--- config.mk ---
export PLATFORM = sky130hd
export DESIGN_NAME = axi4_lite_master_write
export DESIGN_NICKNAME = d
export VERILOG_FILES = /design/src/rtl/axi4_lite_master_write.sv
export SDC_FILE = /design/constraint.sdc
export NUM_CORES = 1
export LEC_CHECK = 0
export CAP_MARGIN = 30
export CORE_ASPECT_RATIO = 2
export CORE_MARGIN = 3
export CORE_UTILIZATION = 46
export CTS_BUF_LIST = sky130_fd_sc_hd__clkbuf_4 sky130_fd_sc_hd__clkbuf_8
export DETAILED_ROUTE_END_ITERATION = 6
export HOLD_SLACK_MARGIN = 0.12
export PLACE_DENSITY = 0.95
export SYNTH_ARGS = -nofsm -noshare
export SYNTH_HDL_FRONTEND = slang
export SYNTH_SLANG_ARGS = --single-unit
--- constraint.sdc ---
create_clock -name clk_i -period 5.8 [get_ports clk_i]
set_input_delay 1.16 -clock clk_i [delete_from_list [all_inputs] [get_ports clk_i]]
set_output_delay 1.16 -clock clk_i [all_outputs]
set_load 0.005 [all_outputs]
--- src/rtl/axi4_lite_master_write.sv ---
// AXI4-Lite single-beat write master: captures one request, drives AW/W, collects B.
// Latency: AW/W handshakes 1 edge after start, B 1 edge later, done_o the cycle after (ready slave).
// Backpressure: AW/W VALID held until READY; B wait bounded by RESP_TIMEOUT, then error completion.
module axi4_lite_master_write #(
  parameter int AXI_ADDR_WIDTH = 64,
  parameter int AXI_DATA_WIDTH = 32,
  parameter int RESP_TIMEOUT   = 256
) (
  input  logic                        clk_i,
  input  logic                        arst_i,
  input  logic                        start_write_i,
  input  logic [AXI_ADDR_WIDTH-1:0]   addr_i,
  input  logic [AXI_DATA_WIDTH-1:0]   data_i,
  input  logic [AXI_DATA_WIDTH/8-1:0] strb_i,
  output logic                        busy_o,
  output logic                        done_o,
  output logic                        error_o,
  output logic                        AW_VALID,
  output logic [AXI_ADDR_WIDTH-1:0]   AW_ADDR,
  output logic [2:0]                  AW_PROT,
  input  logic                        AW_READY,
  output logic                        W_VALID,
  output logic [AXI_DATA_WIDTH-1:0]   W_DATA,
  output logic [AXI_DATA_WIDTH/8-1:0] W_STRB,
  input  logic                        W_READY,
  output logic                        B_READY,
  input  logic                        B_VALID,
  input  logic [1:0]                  B_RESP
);

  localparam int STRB_W = AXI_DATA_WIDTH / 8;
  localparam int CNT_W  = (RESP_TIMEOUT > 2) ? $clog2(RESP_TIMEOUT) : 1;
  localparam logic [CNT_W-1:0] CNT_LAST = CNT_W'(RESP_TIMEOUT - 1);

  typedef enum logic [1:0] {
    S_IDLE,
    S_SEND,
    S_RESP,
    S_DONE
  } state_t;

  state_t r_state;
  state_t w_state_nxt;

  logic [AXI_ADDR_WIDTH-1:0] r_addr;
  logic [AXI_DATA_WIDTH-1:0] r_data;
  logic [STRB_W-1:0]         r_strb;
  logic                      r_aw_valid;
  logic                      r_w_valid;
  logic                      r_b_ready;
  logic                      r_aw_done;
  logic                      r_w_done;
  logic                      r_done;
  logic                      r_error;
  logic [CNT_W-1:0]          r_cnt;

  logic w_aw_hs;
  logic w_w_hs;
  logic w_b_hs;
  logic w_send_fin;
  logic w_timeout;

  assign w_aw_hs    = r_aw_valid & AW_READY;
  assign w_w_hs     = r_w_valid & W_READY;
  assign w_b_hs     = r_b_ready & B_VALID;
  // Both channels may finish on the same edge or on different edges.
  assign w_send_fin = (r_aw_done | w_aw_hs) & (r_w_done | w_w_hs);
  assign w_timeout  = (r_cnt == CNT_LAST);

  // State register.
  always_ff @(posedge clk_i or posedge arst_i) begin
    if (arst_i) begin
      r_state <= S_IDLE;
    end else begin
      r_state <= w_state_nxt;
    end
  end

  // Next-state decode; a B handshake takes priority over the timeout (both go to DONE).
  always_comb begin
    w_state_nxt = r_state;
    case (r_state)
      S_IDLE: if (start_write_i) w_state_nxt = S_SEND;
      S_SEND: if (w_send_fin) w_state_nxt = S_RESP;
      S_RESP: if (w_b_hs || w_timeout) w_state_nxt = S_DONE;
      S_DONE: w_state_nxt = S_IDLE;
      default: w_state_nxt = S_IDLE;
    endcase
  end

  // Registered datapath and channel controls, so no input reaches an output combinationally.
  always_ff @(posedge clk_i or posedge arst_i) begin
    if (arst_i) begin
      r_addr     <= '0;
      r_data     <= '0;
      r_strb     <= '0;
      r_aw_valid <= 1'b0;
      r_w_valid  <= 1'b0;
      r_b_ready  <= 1'b0;
      r_aw_done  <= 1'b0;
      r_w_done   <= 1'b0;
      r_done     <= 1'b0;
      r_error    <= 1'b0;
      r_cnt      <= '0;
    end else begin
      case (r_state)
        S_IDLE: begin
          r_done  <= 1'b0;
          r_error <= 1'b0;
          if (start_write_i) begin
            r_addr     <= addr_i;
            r_data     <= data_i;
            r_strb     <= strb_i;
            r_aw_valid <= 1'b1;
            r_w_valid  <= 1'b1;
          end
        end
        S_SEND: begin
          if (w_aw_hs) begin
            r_aw_valid <= 1'b0;
            r_aw_done  <= 1'b1;
          end
          if (w_w_hs) begin
            r_w_valid <= 1'b0;
            r_w_done  <= 1'b1;
          end
          // Later assignments override the flag sets above when leaving SEND.
          if (w_send_fin) begin
            r_b_ready <= 1'b1;
            r_aw_done <= 1'b0;
            r_w_done  <= 1'b0;
            r_cnt     <= '0;
          end
        end
        S_RESP: begin
          r_cnt <= r_cnt + CNT_W'(1);
          if (w_b_hs) begin
            r_b_ready <= 1'b0;
            r_done    <= 1'b1;
            r_error   <= (B_RESP != 2'b00);
          end else if (w_timeout) begin
            r_b_ready <= 1'b0;
            r_done    <= 1'b1;
            r_error   <= 1'b1;
          end
        end
        S_DONE: begin
          r_done  <= 1'b0;
          r_error <= 1'b0;
        end
        default: begin
          r_done  <= 1'b0;
          r_error <= 1'b0;
        end
      endcase
    end
  end

  assign busy_o   = (r_state != S_IDLE);
  assign done_o   = r_done;
  assign error_o  = r_error;
  assign AW_VALID = r_aw_valid;
  assign AW_ADDR  = r_addr;
  assign AW_PROT  = 3'b000;
  assign W_VALID  = r_w_valid;
  assign W_DATA   = r_data;
  assign W_STRB   = r_strb;
  assign B_READY  = r_b_ready;

endmodule

==> run_results.csv, run 1 <==
group,metric,value,unit
critical_path,cp_cell_sequence,"clkdlybuf4s50_1 -> nand2_4 -> buf_4 -> mux2_2",
timing,maxSlewHeadroom,34.5,%
logic_synthesis,yosysTopAreaCell,"dfrtp_1",
logic_synthesis,syn_area,4680,um^2
clocking,post-cts-setup-buffer-count,0,
global_route,grt_first_pass_wirelength,19100,um
global_route,antenna_found_initial,0,
hold_path,hp-class,"flip-flop to flip-flop",
critical_path,r2r_setup_slack,3.25,ns
critical_path,max_stage_delay,0.74,ns
timing,fin_crit_sh,52.4,%
critical_path,crit_arrival,3.34,ns
floorplan,io_pins,217,
clocking,root_buffer,"clkbuf_8",
clocking,cts.sink_count,117,
logic_synthesis,yosysSeqAreaShare,62.6,%
placement,port_buffers,213,
logic_synthesis,synth_compound_area_share,4.73,%
final_layout,num_antenna_cells,0,
logic_synthesis,synthXorXnorAreaFrac,0,%
placement,post-place-ws,2.34,ns
floorplan,rows,51,
logic_synthesis,synth.distinct_cells,34,
timing,setup_viol,0,
global_route,grt_pass1_vias,3766,
power_and_ir_drop,power.density,229,nW/um^2
clocking,clkSlewWorstSetupHoldPaths,0.07,ns
global_route,grt_max_degree,78,
run,maxCapViolations,0,
logic_synthesis,synthSimpleGateAreaFrac,3.10,%
critical_path,end_kind,"flip-flop",
critical_path,worstSetupEndpoint,"AW_ADDR[13]",
route,drc,0,
critical_path,cp.required,6.10,ns
clocking,cts.htree.levels,4,
clocking,ctsResizeCount,0,
route,drt_iter0_markers,85,
critical_path,timing.rr.start,"r_state[0]",
critical_path,path_max_fanout,75,
clocking,clk_path_buf_depth,2,
route,vias,3371,
logic_synthesis,yosysTopAreaCellShare,62.6,%
timing,rsz0062_at_grt,"no",
clocking,cts_made_buffers,17,
timing,fmax,0.329,GHz
logic_synthesis,yosys-top-cells-area,"dfrtp_1 63%, mux2_2 25%, ha_1 1.6%, buf_2 1.2%, o21ai_0 0.96%",
floorplan,initial_utilization,47.6,%
route,routed_wirelength,12400,um
power_and_ir_drop,power_leakage,3.52,nW
outcome,status,"finished clean",
logic_synthesis,synthMuxAreaShare,25.3,%
logic_synthesis,synth_top_family_by_area,"multiplexers",
critical_path,path_class,"input pin to flip-flop",
critical_path,r2r_end,"AW_ADDR[13]",
route,viasPerCell,4.98,
floorplan,die_h,149,um
final_layout,drive_above_1_share,26.2,%
clocking,ctsHoldBuffers,0,
global_route,grt_overflow_total,0,
final_layout,syn_to_final_growth,57.4,%
floorplan,die-area,11500,um^2
logic_synthesis,synthAdderAreaFrac,1.60,%
critical_path,critical_path.slowest_cell,"nand2_4",
route,wl_per_cell,18.4,um
timing,setup_ws,2.76,ns
clocking,clk_latency,0.42,ns
power_and_ir_drop,peakVddDrop,195,uV
logic_synthesis,syn_inst,311,
placement,gp_congestion,0.752,
placement,dp_hpwl,9450,um
logic_synthesis,yosys_warnings,0,
route,final_antenna_net_count,0,
logic_synthesis,synth_seq_cells,117,
timing,hold_violations,0,
clocking,cts_tree,"yes",
timing,fin_skew,0.0113,ns
floorplan,die_w,77.3,um
timing,worst_pin_slew,0.982,ns
timing,finalMaxSlewViolations,0,
route,dr.pass1.iters,4,
timing,tns,0,ns
critical_path,startpoint_type,"input pin",
critical_path,crit_start,"start_write_i",
final_layout,layout.nets,646,
global_route,grt_use_total,21.9,%
floorplan,fp.coreArea,9830,um^2
logic_synthesis,syn_avg_cell_area,15.0,um^2
critical_path,reg2regPathDepth,5,
timing,min_period,3.04,ns
## registers in the layout, summed over array words and instances (netlist names)
| name | count |
|---|---|
| AW_VALID | 1 |
| done_o | 1 |
| B_READY | 1 |
| r_aw_done | 1 |
| r_cnt | 8 |
| W_STRB | 4 |
| r_w_done | 1 |
| W_DATA | 32 |
| r_state | 2 |
| W_VALID | 1 |
| error_o | 1 |
| AW_ADDR | 64 |
## synthesized netlist by cell type
master / number
a21bo_1: 2
a21o_1: 2
a21oi_1: 3
a22o_1: 3
a31oi_1: 2
a31oi_2: 1
a32o_1: 1
a32oi_1: 1
a41oi_1: 1
and2_1: 2
and2b_1: 1
and4_1: 1
buf_2: 11
buf_4: 3
buf_6: 1
clkbuf_1: 1
conb_1: 1
dfrtp_1: 117
ha_1: 6
inv_1: 8
mux2_2: 102
mux2_4: 1
mux2i_1: 2
nand2_1: 9
nand2b_1: 2
nand3_1: 5
nand4_1: 3
nor2_1: 2
nor2b_1: 3
o211ai_2: 2
o21ai_0: 9
o22ai_1: 1
o31a_1: 1
o31ai_1: 1
## worst min-delay path by stage
stage / cells past startpoint / from / slack [ns] / endpoint
6_report: 1 / AW_ADDR[36] / 0.51 / AW_ADDR[36]
5_1_grt: 1 / AW_ADDR[48] / 0.52 / AW_ADDR[48]
4_1_cts: 1 / AW_ADDR[48] / 0.51 / AW_ADDR[48]
3_5_place_dp: 1 / W_DATA[4] / 0.49 / W_DATA[4]
3_3_place_gp: 1 / W_DATA[27] / 0.49 / W_DATA[27]
2_1_floorplan: 2 / r_cnt[7] / 0.47 / r_cnt[7]
## cell usage in the layout, fill, tap and decap left out, types with 2 or more instances in the layout
| cell | instances |
|---|---|
| inv_1 | 7 |
| a21oi_1 | 3 |
| a21bo_1 | 2 |
| mux2i_1 | 2 |
| o211ai_2 | 2 |
| nor2_1 | 2 |
| nor2b_1 | 3 |
| nand3_1 | 5 |
| o21ai_0 | 9 |
| clkinv_2 | 2 |
| a21o_1 | 2 |
| nand2b_1 | 2 |
| clkinvlp_4 | 3 |
| nand2_1 | 8 |
| inv_6 | 3 |
| conb_1 | 3 |
| a31oi_1 | 2 |
| buf_4 | 2 |
| and2_1 | 2 |
| clkinv_4 | 3 |
| dfrtp_1 | 117 |
| clkdlybuf4s50_1 | 213 |
| a22o_1 | 3 |
| mux2_2 | 102 |
| bufinv_16 | 3 |
| ha_1 | 6 |
| clkbuf_8 | 18 |
| nand4_1 | 3 |
## metrics by stage
stage	util (%)	instance area [um^2]	instances	hold slack [ns]	power [mW]
finish	75.0	7370	677	0.505	1.69
global route	75.0	7370	677	0.516	1.75
CTS	74.7	7340	676	0.510	1.70
detailed placement	70.4	6920	644	0.493	0.924
global placement	70.4	6920	644	0.487	0.921
floorplan	-	4690	313	0.473	0.847
## metal layers
metal	vias to the layer above	GRT usage, %	share of wire [%]
met5	-	0	0
met4	0	9.80	2.6
li1	1535	-	-
met2	146	41.9	58
met3	26	6.67	6.3
met1	1664	20.9	33
## layout make-up
cell class / count / area [um^2]
Timing Repair Buffer: 216 / 2170
Multi-Input combinational cell: 172 / 1640
Fill cell: 638 / 2460
Sequential cell: 117 / 2930
Inverter: 8 / 32.5
Clock buffer: 18 / 248
Clock inverter: 14 / 175
Tap cell: 132 / 165
## kinds of logic after synthesis
family,Yosys count
compound gates,30
fa+ha+maj,6
buf+inv,24
flops,117
mux,105
other cells,1
simple gates,28
## critical path, delay by kind of cell
family | cells | cell delay [ns]
buffers and inverters | 2 | 0.97
AND/OR/NAND/NOR | 1 | 0.74
multiplexers | 1 | 0.39
## power by group
part | leakage [nW] | switching, mW | internal [mW]
clock | 0.206 | 0.336 | 0.440
sequential | 1.61 | 0 | 0.816
combinational | 1.70 | 0.0285 | 0.0658
total | 3.52 | 0.365 | 1.32
No activity file was read; power rests on OpenSTA's default activity.
==> run 2: changes to the inputs <==
Settings changed: CORE_UTILIZATION 46 to 38, PLACE_DENSITY 0.95 to 0.88.
Clock period 5.8 ns to 2.45 ns, I/O delays scaled along.
==> run_results.csv, run 2 (synthesis gave the netlist of run 1 again) <==
group,metric,value,unit
timing,setup_viol,0,
floorplan,die-area,13800,um^2
outcome,status,"finished clean",
global_route,grt_pass1_vias,3685,
timing,fin_hold_ws,0.503,ns
floorplan,initial_utilization,39.3,%
floorplan,fp.coreArea,11900,um^2
timing,hold_violations,0,
clocking,cts.htree.levels,4,
floorplan,io_pins,217,
floorplan,die_w,84.5,um
clocking,clkSlewWorstSetupHoldPaths,0.08,ns
critical_path,critical_path.slowest_cell,"clkdlybuf4s50_1",
timing,fmax,0.441,GHz
timing,fin_crit_sh,92.6,%
critical_path,end_kind,"output port",
timing,min_period,2.27,ns
critical_path,worst_path_most_repeated_cell,"inv_1",
global_route,antenna_found_initial,0,
route,vias,3346,
critical_path,max_stage_delay,0.47,ns
power_and_ir_drop,p_total,3.98,mW
global_route,grt_use_total,17.8,%
run,maxCapViolations,0,
final_layout,post-route-util,62.3,%
critical_path,path_class,"flip-flop to output port",
global_route,grt_first_pass_wirelength,19100,um
placement,placed_cell_area,7010,um^2
critical_path,crit_arrival,1.78,ns
clocking,ctsHoldBuffers,0,
timing,tns,0,ns
route,drc,0,
clocking,cts.sink_count,117,
critical_path,startpoint_type,"flip-flop",
route,final_antenna_net_count,0,
power_and_ir_drop,power.density,536,nW/um^2
clocking,clk_latency,0.42,ns
route,wl_per_cell,17.4,um
final_layout,layout_commonest_cell,"clkdlybuf4s50_1",
final_layout,syn_to_final_growth,58.6,%
timing,maxSlewHeadroom,56.2,%
critical_path,path_buf_inv,3,
critical_path,path_max_fanout,4,
final_layout,finish.instance_area,7420,um^2
critical_path,cp.required,1.96,ns
global_route,grt_max_degree,66,
clocking,cts_made_buffers,17,
power_and_ir_drop,peakVddDrop,449,uV
floorplan,rows,56,
final_layout,num_antenna_cells,0,
clocking,cts_tree,"yes",
global_route,grt_overflow_total,0,
clocking,root_buffer,"clkbuf_8",
critical_path,crit_family,"buffers and inverters",
power_and_ir_drop,power_leakage,3.54,nW
route,dr.pass1.iters,4,
floorplan,die_h,163,um
route,routed_wirelength,12000,um
route,drt_iter0_markers,71,
final_layout,drive_above_1_share,26.7,%
final_layout,layout_common_cells,"213 x clkdlybuf4s50_1, 117 x dfrtp_1, 102 x mux2_2",
timing,worst_pin_slew,0.657,ns
timing,fin_skew,0.0143,ns
route,viasPerCell,4.84,
final_layout,largest_reg_flops,64,
timing,finalMaxSlewViolations,0,
timing,rsz0062_at_grt,"no",
placement,gp_congestion,0.789,
placement,port_buffers,213,
final_layout,layout.nets,648,
placement,dp_hpwl,9210,um
hold_path,hp-class,"flip-flop to flip-flop",
critical_path,cp_cell_sequence,"inv_1 -> ha_2 -> inv_1 -> clkdlybuf4s50_1",
clocking,clk_path_buf_depth,2,
[run 2: layer usage]
layer / wire (um) / vias up / global-route usage [%]
li1: - / 1542 / -
met1: 4050 / 1631 / 18.5
met2: 6870 / 152 / 33.3
met3: 814 / 21 / 4.51
met4: 309 / 0 / 7.71
met5: 0 / - / 0
[run 2: stage by stage]
step / worst slack (ns) / cells
after floorplan: 0.533 / 313
after CTS: 0.0871 / 692
after global routing: 0.0768 / 692
final: 0.181 / 692
after detailed placement: 0.274 / 660
after global placement: 0.368 / 660
[run 2: path summary, 6_finish.rpt]
check                      slack (ns)  cells past startpoint        start           to
max                              0.18                      4   r_state[0]       busy_o
min                              0.50                      1  AW_ADDR[30]  AW_ADDR[30]
max reg2reg                      0.57                      5   r_state[1]   r_state[1]
min reg2reg                      0.50                      1  AW_ADDR[30]  AW_ADDR[30]
max in group asynchronous        1.34                      3       arst_i    W_STRB[2]
min in group asynchronous        0.52                      3       arst_i  AW_ADDR[10]
[run 2: timing repair]
action / CTS / global route
setup buffers: 0 / 0
resized for setup: 0 / 1
endpoints found under the setup margin: 0 / 1
[run 2: layout make-up]
type                    instances  area [um^2]
clock inverters                13          156
flip-flops and latches        117         2930
clock buffers                  19          255
multi-input cells             172         1650
repair buffers                218         2220
fillers                       953         4490
inverters                       8         33.8
well taps                     145          181
[run 2: where the power goes]
part / leakage (nW) / internal [mW] / switching [mW]
Combinational: 1.72 / 0.154 / 0.0647
Clock: 0.209 / 1.04 / 0.790
Sequential: 1.61 / 1.93 / 0
